<file path="config.mk">
export PLATFORM = sky130hd
export DESIGN_NAME = butterfly_xbar_in
export DESIGN_NICKNAME = d
export VERILOG_FILES = /design/src/rtl/butterfly_xbar_in_pkg.sv /design/src/rtl/butterfly_xbar_in_perm.sv /design/src/rtl/butterfly_xbar_in.sv
export SDC_FILE = /design/constraint.sdc
export NUM_CORES = 1
export LEC_CHECK = 0
export ABC_AREA = 1
export ABC_CLOCK_PERIOD_IN_PS = 20200
export CORE_AREA = 2 2 209 211
export CTS_BUF_LIST = sky130_fd_sc_hd__clkbuf_8
export DETAILED_ROUTE_END_ITERATION = 16
export DIE_AREA = 0 0 211 213
export PLACE_DENSITY = 0.65
export SYNTH_ARGS = -nofsm -noshare
export SYNTH_HDL_FRONTEND = slang
export SYNTH_HIERARCHICAL = 1
export SYNTH_SLANG_ARGS = --single-unit
</file>
<file path="constraint.sdc">
create_clock -name i_CLK -period 20.2 [get_ports i_CLK]
set_clock_uncertainty 0.1 [all_clocks]
set_input_delay 4.04 -clock i_CLK [delete_from_list [all_inputs] [get_ports i_CLK]]
set_output_delay 4.04 -clock i_CLK [all_outputs]
set_load 0.01 [all_outputs]
</file>
<file path="src/rtl/butterfly_xbar_in_pkg.sv">
// butterfly_xbar_pkg: shared lane counts and stride classification for the FFT read crossbar
package butterfly_xbar_pkg;
  localparam int NUM_BFLY = 4;
  localparam int LANES = 4;
  typedef enum logic [1:0] {SM_LT2, SM_EQ2, SM_GT2} stride_mode_e;
  function automatic stride_mode_e stride_mode(input logic [31:0] stride);
    return stride > 32'd2 ? SM_GT2 : stride == 32'd2 ? SM_EQ2 : SM_LT2;
  endfunction
  function automatic logic is_pow2(input logic [31:0] stride);
    return stride != 32'd0 && (stride & (stride - 32'd1)) == 32'd0;
  endfunction
endpackage

</file>
<file path="src/rtl/butterfly_xbar_in_perm.sv">
// butterfly_xbar_in_perm: combinational de-interleave of two read words into butterfly TOP/BOTTOM operands
module butterfly_xbar_in_perm
  import butterfly_xbar_pkg::*;
#(
  parameter int DATA_W = 32
) (
  input  logic [LANES*DATA_W-1:0]    r1,
  input  logic [LANES*DATA_W-1:0]    r2,
  input  stride_mode_e               mode,
  output logic [NUM_BFLY*DATA_W-1:0] top,
  output logic [NUM_BFLY*DATA_W-1:0] bot
);
  logic [DATA_W-1:0] a0, a1, a2, a3, b0, b1, b2, b3;
  assign {a3, a2, a1, a0} = r1;
  assign {b3, b2, b1, b0} = r2;
  // operand n sits in bits [(n-1)*DATA_W +: DATA_W]
  always_comb begin
    top = mode == SM_GT2 ? r1 : mode == SM_EQ2 ? {b1, b0, a1, a0} : {b2, b0, a2, a0};
    bot = mode == SM_GT2 ? r2 : mode == SM_EQ2 ? {b3, b2, a3, a2} : {b3, b1, a3, a1};
  end
endmodule

</file>
<file path="src/rtl/butterfly_xbar_in.sv">
// butterfly_xbar_in: read-side crossbar feeding four butterflies through a registered valid/ready stage.
// Define BUTTERFLY_XBAR_IN_SKID_EN to add a skid entry so o_IN_READY has no path from i_OUT_READY.
module butterfly_xbar_in
  import butterfly_xbar_pkg::*;
#(
  parameter int DATA_W   = 32,
  parameter int STRIDE_W = 10,
  parameter int CNT_W    = 16
) (
  input  logic                    i_CLK,
  input  logic                    i_RESET,
  input  logic                    i_CLEAR,
  input  logic [STRIDE_W-1:0]     i_STRIDE,
  input  logic                    i_IN_VALID,
  output logic                    o_IN_READY,
  input  logic [LANES*DATA_W-1:0] i_READ_INPUT1,
  input  logic [LANES*DATA_W-1:0] i_READ_INPUT2,
  output logic                    o_OUT_VALID,
  input  logic                    i_OUT_READY,
  output logic [DATA_W-1:0]       o_BUTTERFLY_1_TOP,
  output logic [DATA_W-1:0]       o_BUTTERFLY_2_TOP,
  output logic [DATA_W-1:0]       o_BUTTERFLY_3_TOP,
  output logic [DATA_W-1:0]       o_BUTTERFLY_4_TOP,
  output logic [DATA_W-1:0]       o_BUTTERFLY_1_BOTTOM,
  output logic [DATA_W-1:0]       o_BUTTERFLY_2_BOTTOM,
  output logic [DATA_W-1:0]       o_BUTTERFLY_3_BOTTOM,
  output logic [DATA_W-1:0]       o_BUTTERFLY_4_BOTTOM,
  output logic                    o_STRIDE_ERR,
  output logic [CNT_W-1:0]        o_BEAT_COUNT
);
  localparam int VW = NUM_BFLY * DATA_W;
  stride_mode_e mode;
  logic [VW-1:0] p_top, p_bot, q_top, q_bot;
  logic in_hs, out_hs, out_free;
  assign mode = stride_mode(32'(i_STRIDE));
  butterfly_xbar_in_perm #(.DATA_W(DATA_W)) u_perm (
    .r1  (i_READ_INPUT1),
    .r2  (i_READ_INPUT2),
    .mode(mode),
    .top (p_top),
    .bot (p_bot)
  );
  assign out_free = !o_OUT_VALID | i_OUT_READY;
  assign out_hs   = o_OUT_VALID & i_OUT_READY;
  assign in_hs    = i_IN_VALID & o_IN_READY;
`ifdef BUTTERFLY_XBAR_IN_SKID_EN
  logic skid_valid;
  logic [VW-1:0] s_top, s_bot;
  assign o_IN_READY = !skid_valid & !i_RESET;
  // the skid only fills while the output is stalled, so it always drains before new input
  always_ff @(posedge i_CLK or posedge i_RESET)
    if (i_RESET) begin
      o_OUT_VALID <= 1'b0;
      skid_valid  <= 1'b0;
      q_top       <= '0;
      q_bot       <= '0;
      s_top       <= '0;
      s_bot       <= '0;
    end else if (skid_valid) begin
      if (out_free) begin
        q_top      <= s_top;
        q_bot      <= s_bot;
        skid_valid <= 1'b0;
      end
    end else if (in_hs) begin
      if (out_free) begin
        q_top       <= p_top;
        q_bot       <= p_bot;
        o_OUT_VALID <= 1'b1;
      end else begin
        s_top      <= p_top;
        s_bot      <= p_bot;
        skid_valid <= 1'b1;
      end
    end else if (out_hs) o_OUT_VALID <= 1'b0;
`else
  assign o_IN_READY = out_free & !i_RESET;
  always_ff @(posedge i_CLK or posedge i_RESET)
    if (i_RESET) begin
      o_OUT_VALID <= 1'b0;
      q_top       <= '0;
      q_bot       <= '0;
    end else if (in_hs) begin
      q_top       <= p_top;
      q_bot       <= p_bot;
      o_OUT_VALID <= 1'b1;
    end else if (out_hs) o_OUT_VALID <= 1'b0;
`endif
  // a new illegal stride wins over a simultaneous clear
  always_ff @(posedge i_CLK or posedge i_RESET)
    if (i_RESET) begin
      o_BEAT_COUNT <= '0;
      o_STRIDE_ERR <= 1'b0;
    end else begin
      o_BEAT_COUNT <= i_CLEAR ? '0 : o_BEAT_COUNT + CNT_W'(out_hs);
      o_STRIDE_ERR <= (in_hs & !is_pow2(32'(i_STRIDE))) | (o_STRIDE_ERR & !i_CLEAR);
    end
  assign o_BUTTERFLY_1_TOP    = q_top[0*DATA_W +: DATA_W];
  assign o_BUTTERFLY_2_TOP    = q_top[1*DATA_W +: DATA_W];
  assign o_BUTTERFLY_3_TOP    = q_top[2*DATA_W +: DATA_W];
  assign o_BUTTERFLY_4_TOP    = q_top[3*DATA_W +: DATA_W];
  assign o_BUTTERFLY_1_BOTTOM = q_bot[0*DATA_W +: DATA_W];
  assign o_BUTTERFLY_2_BOTTOM = q_bot[1*DATA_W +: DATA_W];
  assign o_BUTTERFLY_3_BOTTOM = q_bot[2*DATA_W +: DATA_W];
  assign o_BUTTERFLY_4_BOTTOM = q_bot[3*DATA_W +: DATA_W];
endmodule

</file>
==> results of run 1 <==
-- worst max-delay path: cells and delay by family --
family / cells / cell delay [ps]
buffers and inverters: 3 / 1180
AOI/OAI and AO/OA: 1 / 210
-- per-layer routing --
layer,GRT usage [%],part of all wire (%),up-vias
li1,-,-,7402
met1,29.3,39,7257
met2,40.6,48,651
met3,8.10,9.4,125
met4,9.03,3.5,2
met5,0,0.025,-
-- sequential cells by signal (all words and copies together), names as in the netlist --
register      flops
o_OUT_VALID       1
o_STRIDE_ERR      1
o_BEAT_COUNT     16
q_bot           128
q_top           128
-- worst max path at each step --
stage                           start         endpoint  cells after the start  slack (ps)
final                     i_OUT_READY       o_IN_READY                      4       10630
after global routing      i_OUT_READY       o_IN_READY                      4       10590
after CTS                 i_OUT_READY       o_IN_READY                      4       10630
after detailed placement  i_OUT_READY       o_IN_READY                      4       10630
after global placement    i_OUT_READY       o_IN_READY                      4       10620
after floorplan               i_RESET  o_BEAT_COUNT[0]                      1        8510
-- cells in the mapped netlist --
master | number | share of area (%)
buf_2 | 98 | 3.3
nor3_1 | 2 | 0.067
inv_1 | 86 | 2.2
nand3_2 | 1 | 0.067
nor2_1 | 27 | 0.68
buf_6 | 1 | 0.076
a21oi_1 | 7 | 0.24
buf_1 | 3 | 0.076
dfrtp_1 | 274 | 46
buf_4 | 90 | 4.5
buf_8 | 1 | 0.10
nand3_1 | 327 | 11
nor2_2 | 1 | 0.042
nand2_2 | 1 | 0.042
o21ai_0 | 10 | 0.34
clkbuf_1 | 11 | 0.28
nand3b_1 | 1 | 0.050
inv_2 | 1 | 0.025
and3_1 | 1 | 0.042
nand2_1 | 1195 | 30
ha_1 | 2 | 0.17
a21oi_4 | 1 | 0.11
o21bai_1 | 2 | 0.10
xor2_1 | 3 | 0.18
nand4_1 | 1 | 0.042
-- report_power, final --
part | internal [uW] | switching [uW]
clock | 302 | 256
combinational | 234 | 206
sequential | 632 | 48.1
-- final cells by class --
cell class                 instances  area share [%]
clock inverter                    30           0.733
tap                              546            3.25
clock buffer                      65            4.26
sequential                       274            32.7
timing repair buffer             558            26.5
multi-input combinational       1582            30.9
inverter                          87            1.64
-- through the flow --
stage,hold WS [ps],instances,power (uW)
after floorplan,415,2147,854
after global routing,394,3142,1770
final,376,3142,1680
after global placement,360,3047,1120
after detailed placement,364,3047,1130
after CTS,380,3142,1700
-- kinds of logic after synthesis --
kind of cell,after synthesis,synth area share [%]
simple gates,1557,42.2
buf+inv,291,10.6
flops,274,46.1
compound gates,20,0.782
xor+xnor,3,0.177
fa+ha+maj,2,0.168
==> impl_metrics.yaml, run 1 <==
timing:
  grt_setup_unrepaired: "false"
  fin_crit_sh_pct: 47.4
  final-max-slew-violation-count: 0
  relSlewSlack_pct: 22.3
  fin_setup_tns_ps: 0
  setup_slack_ps: 10630
  period_needed_ps: 9570
  final-setup-viol-count: 0
  worst_slew_pin_slew_ps: 1160
  final_hold_viol_count: 0
  max_freq_ghz: 0.104
pwr:
  ir_drop_mv: 0.0406
  power.leakage_uw: 0.0109
  p_per_area_nw_per_um2: 79.9
clock_tree:
  clock_latency_ps: 620
  numCtsBuffers: 52
  cts.htree.levels: 2
  cts_sinks: 274
  clock_path_buffers: 3
  ctsHoldBuffers: 0
  clkTransAtPathRegs_ps: 50
  root_buffer: "clkbuf_8"
  ctsResizeCount: 0
  cts_tree: "yes"
  cts_setup_buffers: 0
yosys:
  synth_area_um2: 14900
  ys_warn_count: 6
  synth.distinct_cells: 25
  ys_seq_area_share_pct: 46.1
  syn_inst: 2147
  avgSynthCellArea_um2: 6.93
  ys_ff_latch: 274
  synth_nets: 2420
final_layout:
  multi_input_comb_area_um2: 6490
  drive_gt1_share_pct: 3.89
  areaGrowthSynthToFinish_pct: 41.2
  fin_util_pct: 49.2
  fin_nets: 2828
  num_antenna_cells: 0
  fillers: 4162
  layout_common_cells: "nand2_1 (1192), clkdlybuf4s50_1 (545), nand3_1 (327)"
  mostFrequentLayoutCell: "nand2_1"
  stdcell_area_um2: 21000
  regArea_um2: 6860
place:
  gp_routability_congestion: 0.852
  pre_cts_slack_ps: 10630
  dp_hpwl_um: 37000
  portBuffers: 545
  place_area_um2: 19900
worst_hold_path:
  whs_endpoint: "q_bot[39]"
  min_from: "q_bot[39]"
  hold_path_class: "reg2reg"
  min_path_cells: 2
run:
  drv_cap: 0
routing:
  finalWirelength_um: 56200
  vias: 15400
  firstDrtPassIters: 6
  wire_per_inst_um: 17.9
  drtIter0Drc: 1556
  drc_errors: 0
  antenna_left: 0
  vias_per_cell: 4.91
global_routing:
  grt_pass1_vias: 14900
  grt_antenna_before_repair: 1
  grt_use_total_pct: 24.4
  grt_pass1_wl_um: 85500
  grt_max_degree: 172
  grt_remaining_overflow: 0
setup_path:
  rr_endpoint: "q_top[17]"
  r2r-start: "o_OUT_VALID"
  start_kind: "input pin"
  path_class: "in2out"
  cp_cell_sequence: "clkdlybuf4s50_1, inv_1, a21oi_4, clkdlybuf4s50_1"
  rrSetupSlack_ps: 16830
  cp_max_fo: 2
  cp_common_cell: "clkdlybuf4s50_1"
  cp_slowest_cell: "clkdlybuf4s50_1"
  worst_r2r_path_depth: 6
  setup.worst_path.end_class: "primary output"
  max_stage_delay_ps: 570
  arrival_ps: 5430
  cp_data_required_time_ps: 16060
floorplan:
  rows: 76
  io_pins: 546
  fp.dieArea_um2: 44900
  start_util_pct: 34.8
  chipHeight_um: 213
  chipWidth_um: 211
  core_region_area_um2: 42700
outcome:
  status: "finished clean"
Note: power is estimated with default switching activity, not from simulation.
==> run 2, diff against run 1 <==
--- a/config.mk
+++ b/config.mk
@@ -6,12 +6,11 @@
 export NUM_CORES = 1
 export LEC_CHECK = 0
 export ABC_AREA = 1
-export ABC_CLOCK_PERIOD_IN_PS = 20200
-export CORE_AREA = 2 2 209 211
+export ABC_CLOCK_PERIOD_IN_PS = 9600
+export CORE_AREA = 2 2 210 212
 export CTS_BUF_LIST = sky130_fd_sc_hd__clkbuf_8
 export DETAILED_ROUTE_END_ITERATION = 16
-export DIE_AREA = 0 0 211 213
-export PLACE_DENSITY = 0.65
+export DIE_AREA = 0 0 212 214
 export SYNTH_ARGS = -nofsm -noshare
 export SYNTH_HDL_FRONTEND = slang
 export SYNTH_HIERARCHICAL = 1
==> constraint.sdc (replaced) <==
create_clock -name i_CLK -period 9.6 [get_ports i_CLK]
set_clock_uncertainty 0.1 [all_clocks]
set_input_delay 1.92 -clock i_CLK [delete_from_list [all_inputs] [get_ports i_CLK]]
set_output_delay 1.92 -clock i_CLK [all_outputs]
set_load 0.01 [all_outputs]
==> run 2 against run 1 <==
Compared with the run above: global-route usage rose by 0.13 points; worst hold slack barely moved; largest cell class unchanged; combinational power rose by 110%; critical path depth rose by 12; first-iteration DRC count fell by 36%; critical path type is now in2reg; total power rose by 110%; clock power rose by 120%.
==> impl_metrics.yaml, run 2 (same netlist as run 1, synthesis figures left out) <==
timing:
  period_needed_ps: 5970
  worst_slew_pin_slew_ps: 1140
  hold_slack_ps: 375
  max_freq_ghz: 0.168
  fin_crit_sh_pct: 62.2
  final-setup-viol-count: 0
  relSlewSlack_pct: 24.1
  final_hold_viol_count: 0
  grt_setup_unrepaired: "false"
  fin_setup_tns_ps: 0
  final-max-slew-violation-count: 0
worst_hold_path:
  min_path_cells: 2
  hold_path_class: "reg2reg"
clock_tree:
  ctsResizeCount: 0
  numCtsBuffers: 52
  clock_latency_ps: 640
  cts_setup_buffers: 0
  clkTransAtPathRegs_ps: 60
  clock_path_buffers: 3
  cts_tree: "yes"
  cts_sinks: 274
  cts.htree.levels: 2
  root_buffer: "clkbuf_8"
  ctsHoldBuffers: 0
setup_path:
  arrival_ps: 6420
  cp_data_required_time_ps: 10060
  crit_cells: 16
  crit_family: "simple AND/OR/NAND/NOR gates"
  cp_cell_sequence: "clkdlybuf4s50_1, inv_1, nor2_1, nand3_1, nor2_4, buf_4, nor2_4, buf_4, inv_2, buf_4, nand2_4, nand2_4, nand2_1, nand2_1, nand2_1, nand2_1"
  cp_slowest_cell: "nand2_4"
  worst_r2r_path_depth: 6
  worst-path-buf-inv: 6
  setup.worst_path.end_class: "flip-flop"
  cp_common_cell: "nand2_1"
  path_class: "in2reg"
  start_kind: "input pin"
  cp_max_fo: 65
  max_stage_delay_ps: 920
place:
  portBuffers: 545
  dp_cells: 3085
  gp_routability_congestion: 0.876
  dp_hpwl_um: 37500
run:
  drv_cap: 0
pwr:
  ir_drop_mv: 0.0869
  power.leakage_uw: 0.0108
  seqPwrFrac_pct: 40.3
  p_int_uw: 2490
  net-switching-power_uw: 1070
  p_per_area_nw_per_um2: 169
  swShare_pct: 30.0
  p_comb_share_pct: 25.9
  power.share.clock_pct: 33.9
final_layout:
  layout_common_cells: "nand2_1 (1192), clkdlybuf4s50_1 (545), nand3_1 (327)"
  drive_gt1_share_pct: 3.78
  areaGrowthSynthToFinish_pct: 41.8
  fin_cells: 3189
  reg_top3: "q_bot (128), q_top (128), o_BEAT_COUNT (16)"
  multi_input_comb_area_um2: 6490
  fin_nets: 2827
  fillers: 4236
  regArea_um2: 6860
  mostFrequentLayoutCell: "nand2_1"
floorplan:
  fp.dieArea_um2: 45400
  rows: 76
  chipWidth_um: 212
  io_pins: 546
  chipHeight_um: 214
  start_util_pct: 34.7
  core_region_area_um2: 42900
outcome:
  status: "finished clean"
global_routing:
  grt_antenna_before_repair: 13
  grt_pass1_wl_um: 87200
  grt_remaining_overflow: 0
  grt_use_total_pct: 24.5
  grt_max_degree: 175
  grt_pass1_vias: 15100
routing:
  finalWirelength_um: 56400
  drtIter0Drc: 991
  drc_errors: 0
  vias_per_cell: 4.80
  wire_per_inst_um: 17.7
  firstDrtPassIters: 5
  vias: 15300
  antenna_left: 0
## run 2: changes by cell type in the layout (fill, tap and decap cells not counted), sizes merged
cell / change
buf: -1
bufinv: +2
clkbuf: -2
clkinv: -4
clkinvlp: +2
diode: +12
inv: -1
## run 2: metal layers
metal  track usage [%]  wire, um  up-vias
met1              28.9     22000     7128
met4              10.6      1970        4
met5                 0        29        -
met2              40.2     27000      634
met3              8.42      5410      128
li1                  -         -     7404
## run 2: cell type report
class	count	share of cell area [%]
multi-input combinational	1582	30.8
clock inverter	29	0.955
antenna	12	0.142
timing repair buffer	557	26.4
tap	585	3.47
sequential	274	32.5
inverter	87	1.63
clock buffer	63	4.11
## run 2: final timing paths
check,startpoint,to,slack (ps)
worst max-delay path,i_STRIDE[1],q_bot[70],3630
worst min-delay path,q_top[123],q_top[123],380
worst max register to register,o_OUT_VALID,q_bot[48],5880
worst min register to register,q_top[123],q_top[123],380
max in group asynchronous,i_RESET,q_bot[50],6130
min in group asynchronous,i_RESET,q_top[89],1760
## run 2: worst min-delay path, delay by kind of cell, from the launching register on
family / cells / cell delay [ps]
flops: 1 / 340
simple gates: 2 / 110
## run 2: through the flow
step                      util, %  setup slack (ps)  total power [uW]  cell area (um^2)
final                        49.2              3630              3560             21100
after global routing         49.2              3320              3750             21100
after CTS                    49.1              3590              3610             21100
after detailed placement     46.6              2920              2380             20000
after global placement       46.6              3000              2370             20000
after floorplan                 -              27.9              1800             14900
## run 2: power groups by stage
| stage | Clock (uW) | Sequential, uW | Combinational, uW |
|---|---|---|---|
| 3_3_place_gp | 0 | 1450 | 925 |
| 6_report | 1210 | 1430 | 921 |
| 2_1_floorplan | 0 | 1520 | 274 |
| 3_5_place_dp | 0 | 1450 | 930 |
| 4_1_cts | 1240 | 1430 | 934 |
| 5_1_grt | 1290 | 1450 | 1000 |
==> run 3, diff against run 2 <==
--- a/config.mk
+++ b/config.mk
@@ -6,7 +6,7 @@
 export NUM_CORES = 1
 export LEC_CHECK = 0
 export ABC_AREA = 1
-export ABC_CLOCK_PERIOD_IN_PS = 9600
+export ABC_CLOCK_PERIOD_IN_PS = 5800
 export CORE_AREA = 2 2 210 212
 export CTS_BUF_LIST = sky130_fd_sc_hd__clkbuf_8
 export DETAILED_ROUTE_END_ITERATION = 16
==> constraint.sdc (replaced) <==
create_clock -name i_CLK -period 5.8 [get_ports i_CLK]
set_clock_uncertainty 0.1 [all_clocks]
set_input_delay 1.16 -clock i_CLK [delete_from_list [all_inputs] [get_ports i_CLK]]
set_output_delay 1.16 -clock i_CLK [all_outputs]
set_load 0.01 [all_outputs]
==> run 3 against run 2 <==
Compared with the run above: utilization up 0.17 points; worst hold slack worse by 2.4 ps; largest cell class unchanged; total power up 64%; largest power group unchanged; count of clock-buffer cells in the layout up 7; highest routed layer unchanged.
==> impl_metrics.yaml, run 3 (same netlist as run 1, synthesis figures left out) <==
outcome:
  status: "finished clean"
pwr:
  seqPwrFrac_pct: 40.4
  net-switching-power_uw: 1770
  swShare_pct: 30.2
  power.leakage_uw: 0.0109
  power.share.clock_pct: 33.3
  p_total_uw: 5850
  p_per_area_nw_per_um2: 277
  ir_drop_mv: 0.167
  p_comb_share_pct: 26.2
  p_int_uw: 4080
timing:
  final_hold_viol_count: 0
  worst_slew_pin_slew_ps: 984
  fin_crit_sh_pct: 65.3
  relSlewSlack_pct: 34.4
  fin_setup_tns_ps: 0
  final-setup-viol-count: 0
  grt_setup_unrepaired: "false"
  setup_slack_ps: 2010
  max_freq_ghz: 0.264
  period_needed_ps: 3790
  final-max-slew-violation-count: 0
global_routing:
  grt_max_degree: 189
  grt_remaining_overflow: 0
  grt_antenna_before_repair: 13
  grt_use_total_pct: 24.7
  grt_pass1_wl_um: 87300
  grt_pass1_vias: 14800
setup_path:
  arrival_ps: 2530
  cp_max_fo: 2
  cp-endpoint: "o_IN_READY"
  setup.worst_path.end_class: "primary output"
  rrSetupSlack_ps: 3150
  cp_data_required_time_ps: 4540
  start_kind: "input pin"
  r2r-start: "o_OUT_VALID"
  cp-startpoint: "i_OUT_READY"
  worst_r2r_path_depth: 6
  path_class: "in2out"
  rr_endpoint: "q_bot[41]"
clock_tree:
  ctsHoldBuffers: 0
  ctsResizeCount: 0
  cts.htree.levels: 2
  cts_tree: "yes"
  cts_setup_buffers: 0
  numCtsBuffers: 52
  clkTransAtPathRegs_ps: 50
  clock_latency_ps: 620
  cts_sinks: 274
  clock_path_buffers: 3
  root_buffer: "clkbuf_8"
final_layout:
  mostFrequentLayoutCell: "nand2_1"
  fin_util_pct: 49.3
  areaGrowthSynthToFinish_pct: 42.3
  regArea_um2: 6860
  multi_input_comb_area_um2: 6490
  fillers: 4268
  drive_gt1_share_pct: 4.20
  reg_top3: "q_bot (128), q_top (128), o_BEAT_COUNT (16)"
  layout_common_cells: "nand2_1 (1192), clkdlybuf4s50_1 (545), nand3_1 (327)"
  fin_nets: 2833
routing:
  firstDrtPassIters: 5
  finalWirelength_um: 56700
  wl_met1_um: 22400
  dr_wl_met3_um: 5280
  vias_per_cell: 4.80
  vias: 15300
  met2_length_um: 26500
  top_layer: "met5"
  antenna_left: 0
  drtIter0Drc: 1201
  wire_per_inst_um: 17.8
  drc_errors: 0
run:
  drv_cap: 0
floorplan:
  fp.dieArea_um2: 45400
  chipHeight_um: 214
  start_util_pct: 34.7
  rows: 76
  io_pins: 546
  chipWidth_um: 212
  core_region_area_um2: 42900
place:
  portBuffers: 545
  gp_routability_congestion: 0.860
  pre_cts_slack_ps: 1460
  dp_hpwl_um: 37800
worst_hold_path:
  hold_path_class: "reg2reg"
run 3: cell count changes in the layout (fill, tap and decap cells not counted):
cell / before / now
clkbuf_8: 63 / 70
inv_1: 102 / 97
buf_12: 1 / 5
diode_2: 12 / 8
bufinv_16: 3 / 0
buf_4: 11 / 13
clkinv_2: 5 / 6
clkinvlp_4: 2 / 3
inv_8: 2 / 1
run 3: stage by stage:
step	cells	hold WS, ps	area (um^2)
global route	3190	392	21200
floorplan	2147	415	14900
global placement	3091	361	20100
finish	3191	373	21200
detailed placement	3091	364	20100
CTS	3183	379	21100
run 3: critical path, cell delays in order:
cell	delay, ps
clkdlybuf4s50_1	480
inv_1	100
a21oi_4	210
clkdlybuf4s50_1	580
run 3: how the worst min path moves through the flow:
stage,startpoint,endpoint,depth (start not counted)
2_1_floorplan,q_bot[100],q_bot[100],2
3_3_place_gp,q_top[80],q_top[80],2
3_5_place_dp,q_bot[110],q_bot[110],2
4_1_cts,q_bot[110],q_bot[110],2
5_1_grt,q_top[122],q_top[122],2
6_report,q_top[122],q_top[122],2
run 3: layer usage:
layer / up-vias / track usage [%]
met5: - / 0
met4: 12 / 11.8
met3: 147 / 8.06
met2: 622 / 39.5
met1: 7104 / 29.8
li1: 7430 / -
run 3: layout make-up:
cell class | count | area share (%)
sequential | 274 | 32.4
multi-input combinational | 1582 | 30.7
timing repair buffer | 563 | 26.7
clock buffer | 70 | 4.55
tap | 585 | 3.46
inverter | 87 | 1.61
clock inverter | 22 | 0.461
antenna | 8 | 0.0946
run 3: power by group through the flow:
stage	sequential, uW	combinational [uW]	clock [uW]
floorplan	2520	454	0
finish	2370	1540	1950
CTS	2370	1560	2020
global route	2400	1670	2110
global placement	2390	1540	0
detailed placement	2390	1550	0
